### src/rtl/vga_scanout.sv
// VGA scan-out for a 256x240 frame buffer, pixel-doubled into a 512x480 window
// on a 640x480@60 raster.
//
// Ports:
//   pix_clk            pixel clock, the only clock
//   reset              synchronous, active-high
//   pix_ptr_x/_y       frame-buffer read address (combinational from counters)
//   rgb                frame-buffer pixel RRRGGGBBB, valid one cycle after the pointers
//   vga_r/g/b          registered colour, 0 during blanking
//   vga_hs/vs          registered syncs, active-low
//   video_on           registered, high while vga_r/g/b carry active-area pixels
//   vblank             registered, high while vcount >= V_ACTIVE
//   frame_start        registered one-cycle pulse after the counters sit at (0,0)
module vga_scanout #(
  parameter int unsigned H_ACTIVE   = 640,
  parameter int unsigned H_FP       = 16,
  parameter int unsigned H_SYNC     = 96,
  parameter int unsigned H_BP       = 48,
  parameter int unsigned V_ACTIVE   = 480,
  parameter int unsigned V_FP       = 10,
  parameter int unsigned V_SYNC     = 2,
  parameter int unsigned V_BP       = 33,
  parameter int unsigned X_OFFSET   = 64,
  parameter logic [8:0]  BORDER_RGB = 9'h000
) (
  input  logic       pix_clk,
  input  logic       reset,
  output logic [7:0] pix_ptr_x,
  output logic [7:0] pix_ptr_y,
  input  logic [8:0] rgb,
  output logic [2:0] vga_r,
  output logic [2:0] vga_g,
  output logic [2:0] vga_b,
  output logic       vga_hs,
  output logic       vga_vs,
  output logic       video_on,
  output logic       vblank,
  output logic       frame_start
);

  localparam int unsigned H_TOTAL = H_ACTIVE + H_FP + H_SYNC + H_BP;
  localparam int unsigned V_TOTAL = V_ACTIVE + V_FP + V_SYNC + V_BP;
  localparam int unsigned HW      = $clog2(H_TOTAL);
  localparam int unsigned VW      = $clog2(V_TOTAL);

  localparam logic [HW-1:0] HLast = HW'(H_TOTAL - 1);
  localparam logic [HW-1:0] HAct  = HW'(H_ACTIVE);
  localparam logic [HW-1:0] HsLo  = HW'(H_ACTIVE + H_FP);
  localparam logic [HW-1:0] HsHi  = HW'(H_ACTIVE + H_FP + H_SYNC);
  localparam logic [HW-1:0] XLo   = HW'(X_OFFSET);
  localparam logic [HW-1:0] XHi   = HW'(X_OFFSET + 512);
  localparam logic [VW-1:0] VLast = VW'(V_TOTAL - 1);
  localparam logic [VW-1:0] VAct  = VW'(V_ACTIVE);
  localparam logic [VW-1:0] VsLo  = VW'(V_ACTIVE + V_FP);
  localparam logic [VW-1:0] VsHi  = VW'(V_ACTIVE + V_FP + V_SYNC);

  logic [HW-1:0] hcount_q, hcount_d;
  logic [VW-1:0] vcount_q, vcount_d;

  // Stage 1: position-derived flags, aligned with the frame-buffer read latency
  logic s1_win_q, s1_act_q, s1_hs_n_q, s1_vs_n_q;
  // Stage 2: output registers
  logic [8:0] rgb_q, rgb_d;
  logic       hs_q, vs_q, video_on_q, vblank_q, frame_start_q;

  logic v_act, in_window, active, hs_n, vs_n;

  always_comb begin
    hcount_d = hcount_q + 1'b1;
    vcount_d = vcount_q;
    if (hcount_q == HLast) begin
      hcount_d = '0;
      vcount_d = (vcount_q == VLast) ? '0 : vcount_q + 1'b1;
    end
  end

  always_comb begin
    v_act     = vcount_q < VAct;
    in_window = (hcount_q >= XLo) && (hcount_q < XHi) && v_act;
    active    = (hcount_q < HAct) && v_act;
    hs_n      = !((hcount_q >= HsLo) && (hcount_q < HsHi));
    vs_n      = !((vcount_q >= VsLo) && (vcount_q < VsHi));
    // Dropping bit 0 of the window-relative column doubles each NES pixel
    pix_ptr_x = in_window ? 8'((hcount_q - XLo) >> 1) : 8'd0;
    pix_ptr_y = v_act ? 8'(vcount_q >> 1) : 8'd0;
  end

  always_comb begin
    rgb_d = 9'd0;
    if (s1_win_q) begin
      rgb_d = rgb;
    end else if (s1_act_q) begin
      rgb_d = BORDER_RGB;
    end
  end

  always_ff @(posedge pix_clk) begin
    if (reset) begin
      hcount_q      <= '0;
      vcount_q      <= '0;
      s1_win_q      <= 1'b0;
      s1_act_q      <= 1'b0;
      s1_hs_n_q     <= 1'b1;
      s1_vs_n_q     <= 1'b1;
      rgb_q         <= '0;
      hs_q          <= 1'b1;
      vs_q          <= 1'b1;
      video_on_q    <= 1'b0;
      vblank_q      <= 1'b0;
      frame_start_q <= 1'b0;
    end else begin
      hcount_q      <= hcount_d;
      vcount_q      <= vcount_d;
      s1_win_q      <= in_window;
      s1_act_q      <= active;
      s1_hs_n_q     <= hs_n;
      s1_vs_n_q     <= vs_n;
      rgb_q         <= rgb_d;
      hs_q          <= s1_hs_n_q;
      vs_q          <= s1_vs_n_q;
      video_on_q    <= s1_act_q;
      vblank_q      <= !v_act;
      frame_start_q <= (hcount_q == '0) && (vcount_q == '0);
    end
  end

  assign vga_r       = rgb_q[8:6];
  assign vga_g       = rgb_q[5:3];
  assign vga_b       = rgb_q[2:0];
  assign vga_hs      = hs_q;
  assign vga_vs      = vs_q;
  assign video_on    = video_on_q;
  assign vblank      = vblank_q;
  assign frame_start = frame_start_q;

endmodule

### config.mk
export PLATFORM = sky130hd
export DESIGN_NAME = vga_scanout
export DESIGN_NICKNAME = d
export VERILOG_FILES = /design/src/rtl/vga_scanout.sv
export SDC_FILE = /design/constraint.sdc
export NUM_CORES = 1
export LEC_CHECK = 0
export ABC_AREA = 1
export BUFFER_PORTS_ARGS = -buffer_cell sky130_fd_sc_hd__buf_2
export CAP_MARGIN = 20
export CORE_ASPECT_RATIO = 1.25
export CORE_UTILIZATION = 38
export DETAILED_ROUTE_END_ITERATION = 8
export GPL_ROUTABILITY_DRIVEN = 0
export GPL_TIMING_DRIVEN = 1
export HOLD_SLACK_MARGIN = 0.12
export PLACE_DENSITY = 0.56
export SYNTH_ARGS = -nofsm -noshare
export SYNTH_HDL_FRONTEND = slang
export SYNTH_SLANG_ARGS = --single-unit
### constraint.sdc
create_clock -name pix_clk -period 1.9 [get_ports pix_clk]
set_clock_uncertainty 0.1 [all_clocks]
set_input_delay 0.095 -clock pix_clk [delete_from_list [all_inputs] [get_ports pix_clk]]
set_output_delay 0.095 -clock pix_clk [all_outputs]
set_load 0.05 [all_outputs]
# --- Word level (Yosys, flattened, before mapping) ---
# Cells that the tools add are included.
classes:
  order_cmp: 8
  reduce_logical: 13
  eq_ne: 2
  n_bitwise: 1
  n_addsub: 3
  muxes: 3
op_table:
  columns: ["operator", "n"]
  rows:
  - ["less-than comparator 10 bit, second input constant", 3]
  - ["adder 10 x 1 -> 10 bit, second input constant", 2]
  - ["equality test 10 bit, second input constant", 2]
  - ["zero test 10 bit", 2]
  - ["less-than comparator 10 x 9 -> 1 bit, second input constant", 2]
  - ["2-to-1 mux 8 bit", 2]
  - [">= comparator 10 bit, second input constant", 1]
  - [">= comparator 10 x 7 -> 1 bit, second input constant", 1]
  - [">= comparator 10 x 9 -> 1 bit, second input constant", 1]
  - ["2-to-1 mux 10 bit", 1]
  - ["subtractor 9 x 7 -> 9 bit, second input constant", 1]
  - ["logical AND 1 bit", 6]
  - ["OR reduction 2 bit", 2]
  - ["zero test 1 bit", 3]
  - ["inverter 1 bit", 1]
totals:
  inputBits: 11
  word_cells: 42
  output_inout_bits: 30
  ff_bits: 38

# --- Logic depth before layout (Yosys ltp) ---
depth:
  depth_word: 4
  depth_mapped: 10
  ltp_nobuf: 9

# --- Least setup slack after synthesis ---
# OpenSTA, ideal clock, no wires.
synth_timing:
  path_type: "register to output"
  startpoint: "register hcount_q[7]"
  endpoint: "output pix_ptr_x[0]"
  t_arrival_ns: 1.663
  path_stages_with_launch: 7
  setup_slack_ns: 0.042
  n_path_buf: 0
  required_ns: 1.705
  path_cell_list: "dfxtp_1 > inv_1 > ha_1 > o21ai_0 > nor2_1 > nand2_1 > nor2_1"
synth_via:
  elab_chain_len: 4
  word_cells_on_any_way: 5
  classes_between: "order compare: 2; mux: 1; reduce/logical: 2"
synth_lines:
  columns: ["item", "line_no", "rtl"]
  rows:
  - ["from (decl)", "57", "logic [HW-1:0] hcount_q, hcount_d;"]
  - ["from (signal assigned)", "112", "hcount_q <= hcount_d;"]
  - [">= comparator 10 x 7 -> 1 bit / less-than comparator 10 bit (equally long branches)", "79", "in_window = (hcount_q >= XLo) && (hcount_q < XHi) && v_act;"]
  - ["logical AND 1 bit * (2 in a row)", "79", null]
  - ["2-to-1 mux 8 bit *", "84", "pix_ptr_x = in_window ? 8'((hcount_q - XLo) >> 1) : 8'd0;"]
  - ["to (decl)", "28", "output logic [7:0] pix_ptr_x,"]
# Mark *: on every way between the ends. The rest lies on a longest branch, timed or not.

# --- Worst setup path after layout ---
layout_timing:
  startpoint: "register hcount_q[7]"
  endpoint: "output pix_ptr_x[4]"
# The elaborated chain is that of the path after synthesis.

==> out/summary.txt <==
Status: complete, no violations
Area contributors post-synth: dfxtp_1 (41%), nor2_1 (11%), nand2_1 (11%)
Peak VDD IR: 0.000304 V
Fin util: 56.9%
CP arrival: 1.64 ns
Max Cap Violations: 0
Syn avg cell area: 6.97 µm²
Routed wire length: 4.66 mm
Post-synth EDFFs: 0
PwrDens: 676 nW/µm²
Ys flop type: dfxtp_1
Type of the worst setup path: flip-flop to primary output
WL/cell: 12.1 µm
Worst setup EP type: primary output
Met3 Resource Use GR: 3.86%
Synth top area share: 41.5%
Net Sw Frac: 20.9%
Synth unique cells: 24
Worst-path clk slew: 0.08 ns
M2 GR Usage: 35.5%
Global-route wire length before repair: 7.77 mm
Endpoints failing setup: 0
CP Cell Sequence: inv_4, ha_4, o21ai_1, nor2_4, nand2_4, nor2_4, buf_6
Lkg Pwr: 0.00127 µW
Top Usage Layer GRT: met2
Most instantiated cells after synthesis: nor2_1 (56), nand2_1 (52), inv_1 (42)
Flops & latches, synth: 38
CP required: 1.70 ns
Fmax: 546 MHz
Antenna Diode Count: 0
Final HPWL DP: 3.16 mm
Htree depth: 2
Final std cells w/o fill: 384
DRC Markers: 0
Max clock buf depth: 2
Critical Path Most Common Cell: nor2_4
Layout area overhead: 40.5%
Die ar.: 5110 µm²
Syn Nets: 283
Initial core utilization: 40.5%
Final min period: 1.83 ns
Fraction of registers with async set/reset: 0%
Clk_lat worst skew: 0.29 ns
Pre-antenna DRT Iters: 4
P_int: 1380 µW
CTS tree: built
Num Clock Sinks: 38
R2R cell count: 8
Num rows: 27
Design Area, Final: 2580 µm²
Met1 Usage GRT: 22.3%
Synth warnings: 0
CP peak stage delay: 0.37 ns
Comb power frac: 5.7%
Max-slew headroom: 78.4%
Tot GR Track Use: 20.0%
Root Buffer: clkbuf_8
Hold WC Path Type: flip-flop to flip-flop
Post-synthesis instance total: 263
Vias: 1,811
Die height: 79.7 µm
Worst-Margin Slew: 0.322 ns
Most frequent cell after synthesis: nor2_1
Setup crit end: pix_ptr_x[4]
Nets@finish: 345
Psw: 364 µW
PortBufs: 40
Reg2Reg Setup Slack: 0.23 ns
FILL cells: 433
Final period utilization: 96.5%
Design Power: 1740 µW
Seq/Total Area, Yosys: 41.5%
GRT overflow: 0
Slowest cell on the critical path: dfxtp_4
DRC violation total after the first TritonRoute iteration: 119
Startpoint types: flip-flop
Largest net degree at the start of global routing: 16
Via-per-instance ratio: 4.72
Vias in the first global route: 1,732
Inst Count DP: 359
Crit path launch: hcount_q[7]
CP max FO: 5
Final Hold Fails: 0
FF-to-FF End: vcount_q[9]
Sequential Power Share: 46.5%
Share of cells above drive strength 1: 27.9%
ANT nets after route: 0
Die width: 64.1 µm
Leading area contributor after synthesis: dfxtp_1
Initial antenna violation count: 0
Worst flop-to-flop path startpoint: hcount_q[7]
CTS buffer count: 5
Clock power frac: 47.7%
IO Pins: 41
Area of the mapped netlist: 1830 µm²
Core box area: 4530 µm²
Max Transition Viols Final: 0
Placed Area: 2100 µm²
==> cells by family (layout without fill, tap and decap cells) <==
logic type,count (synthesis),count (layout),share of synthesized area (%)
AOI/OAI and AO/OA,16,16,4.50
and+or+nand+nor,149,150,36.4
adders and majority gates,9,9,6.14
buffers and inverters,49,111,10.6
DFF,38,38,41.5
xor gates and xnor gates,2,2,0.955
==> routing by layer <==
metal  wire [µm]  part of all wire [%]  vias to the layer above
li1            -                     -                      934
met5           0                     0                        -
met2        2370                    51                       47
met4          64                   1.4                        0
met3         206                   4.4                        6
met1        2010                    43                      824
==> state kept, by name, indices dropped and copies added, names as in the netlist <==
name         count
s1_hs_n_q        1
frame_start      1
vblank           1
hcount_q        10
vga_vs           1
vcount_q        10
video_on         1
vga_hs           1
rgb_q            9
s1_win_q         1
s1_act_q         1
s1_vs_n_q        1
==> placed cells by master, fill, tap and decap left out, drive strengths merged <==
master        n
a21oi         8
buf          48
bufinv        2
clkbuf        5
clkinv        1
dfxtp        38
dlygate4sd3  10
ha            9
inv          45
nand2        55
nand3        20
nand4         7
nor2         59
nor3          6
nor4          1
o21ai         7
o21bai        1
or2           2
xnor2         1
xor2          1
==> critical path: cells and delay by family (launching register included) <==
| family | cells | cell delay [ns] |
|---|---|---|
| AO/OA/AOI/OAI | 1 | 0.11 |
| adder cells (fa/ha/maj) | 1 | 0.14 |
| buffers and inverters | 2 | 0.25 |
| flip-flops | 1 | 0.37 |
| AND/OR/NAND/NOR | 3 | 0.48 |
==> how the worst min path moves through the flow <==
stage,slack (ns),startpoint,to,cells past startpoint
detailed placement,0.21,rgb[5],rgb_q[5],3
CTS,0.31,s1_vs_n_q,vga_vs,1
finish,0.31,s1_hs_n_q,vga_hs,1
floorplan,0.10,reset,vga_vs,1
global route,0.33,s1_hs_n_q,vga_hs,1
global placement,0.21,rgb[8],rgb_q[8],3
==> cell type report <==
class,count,area (µm²),share of cell area [%]
Tap cell,58,72.6,2.82
Clock buffer,5,68.8,2.67
Multi-Input combinational cell,177,1000,39.0
Timing Repair Buffer,58,418,16.2
Inverter,45,174,6.75
Sequential cell,38,771,29.9
Clock inverter,3,68.8,2.67
==> per-stage QoR <==
step / hold WS [ns] / TNS, ns / setup WS [ns]
after detailed placement: 0.213 / 0 / 0.0981
after global routing: 0.333 / -0.0101 / -0.0101
final: 0.309 / 0 / 0.0671
after CTS: 0.312 / 0 / 0.0222
after floorplan: 0.102 / 0 / 0.0416
after global placement: 0.208 / 0 / 0.0841
==> what timing repair did <==
| action | 4_1_cts | 5_1_grt |
|---|---|---|
| gates cloned | 1 | 0 |
| hold buffers | 10 | 0 |
| setup endpoints to repair | 8 | 8 |
| pin swaps | 3 | 10 |
| hold endpoints to repair | 16 | 0 |
| gates resized for setup | 29 | 31 |
| setup buffers | 0 | 6 |
==> power by group through the flow <==
stage          combinational (µW)  clock [µW]  sequential, µW
2_1_floorplan                30.9           0             841
3_3_place_gp                 66.3           0             830
3_5_place_dp                 67.2           0             831
5_1_grt                       112         881             812
6_report                     99.8         831             811
4_1_cts                      83.7         858             812
Power figures use the tool's default switching activity.
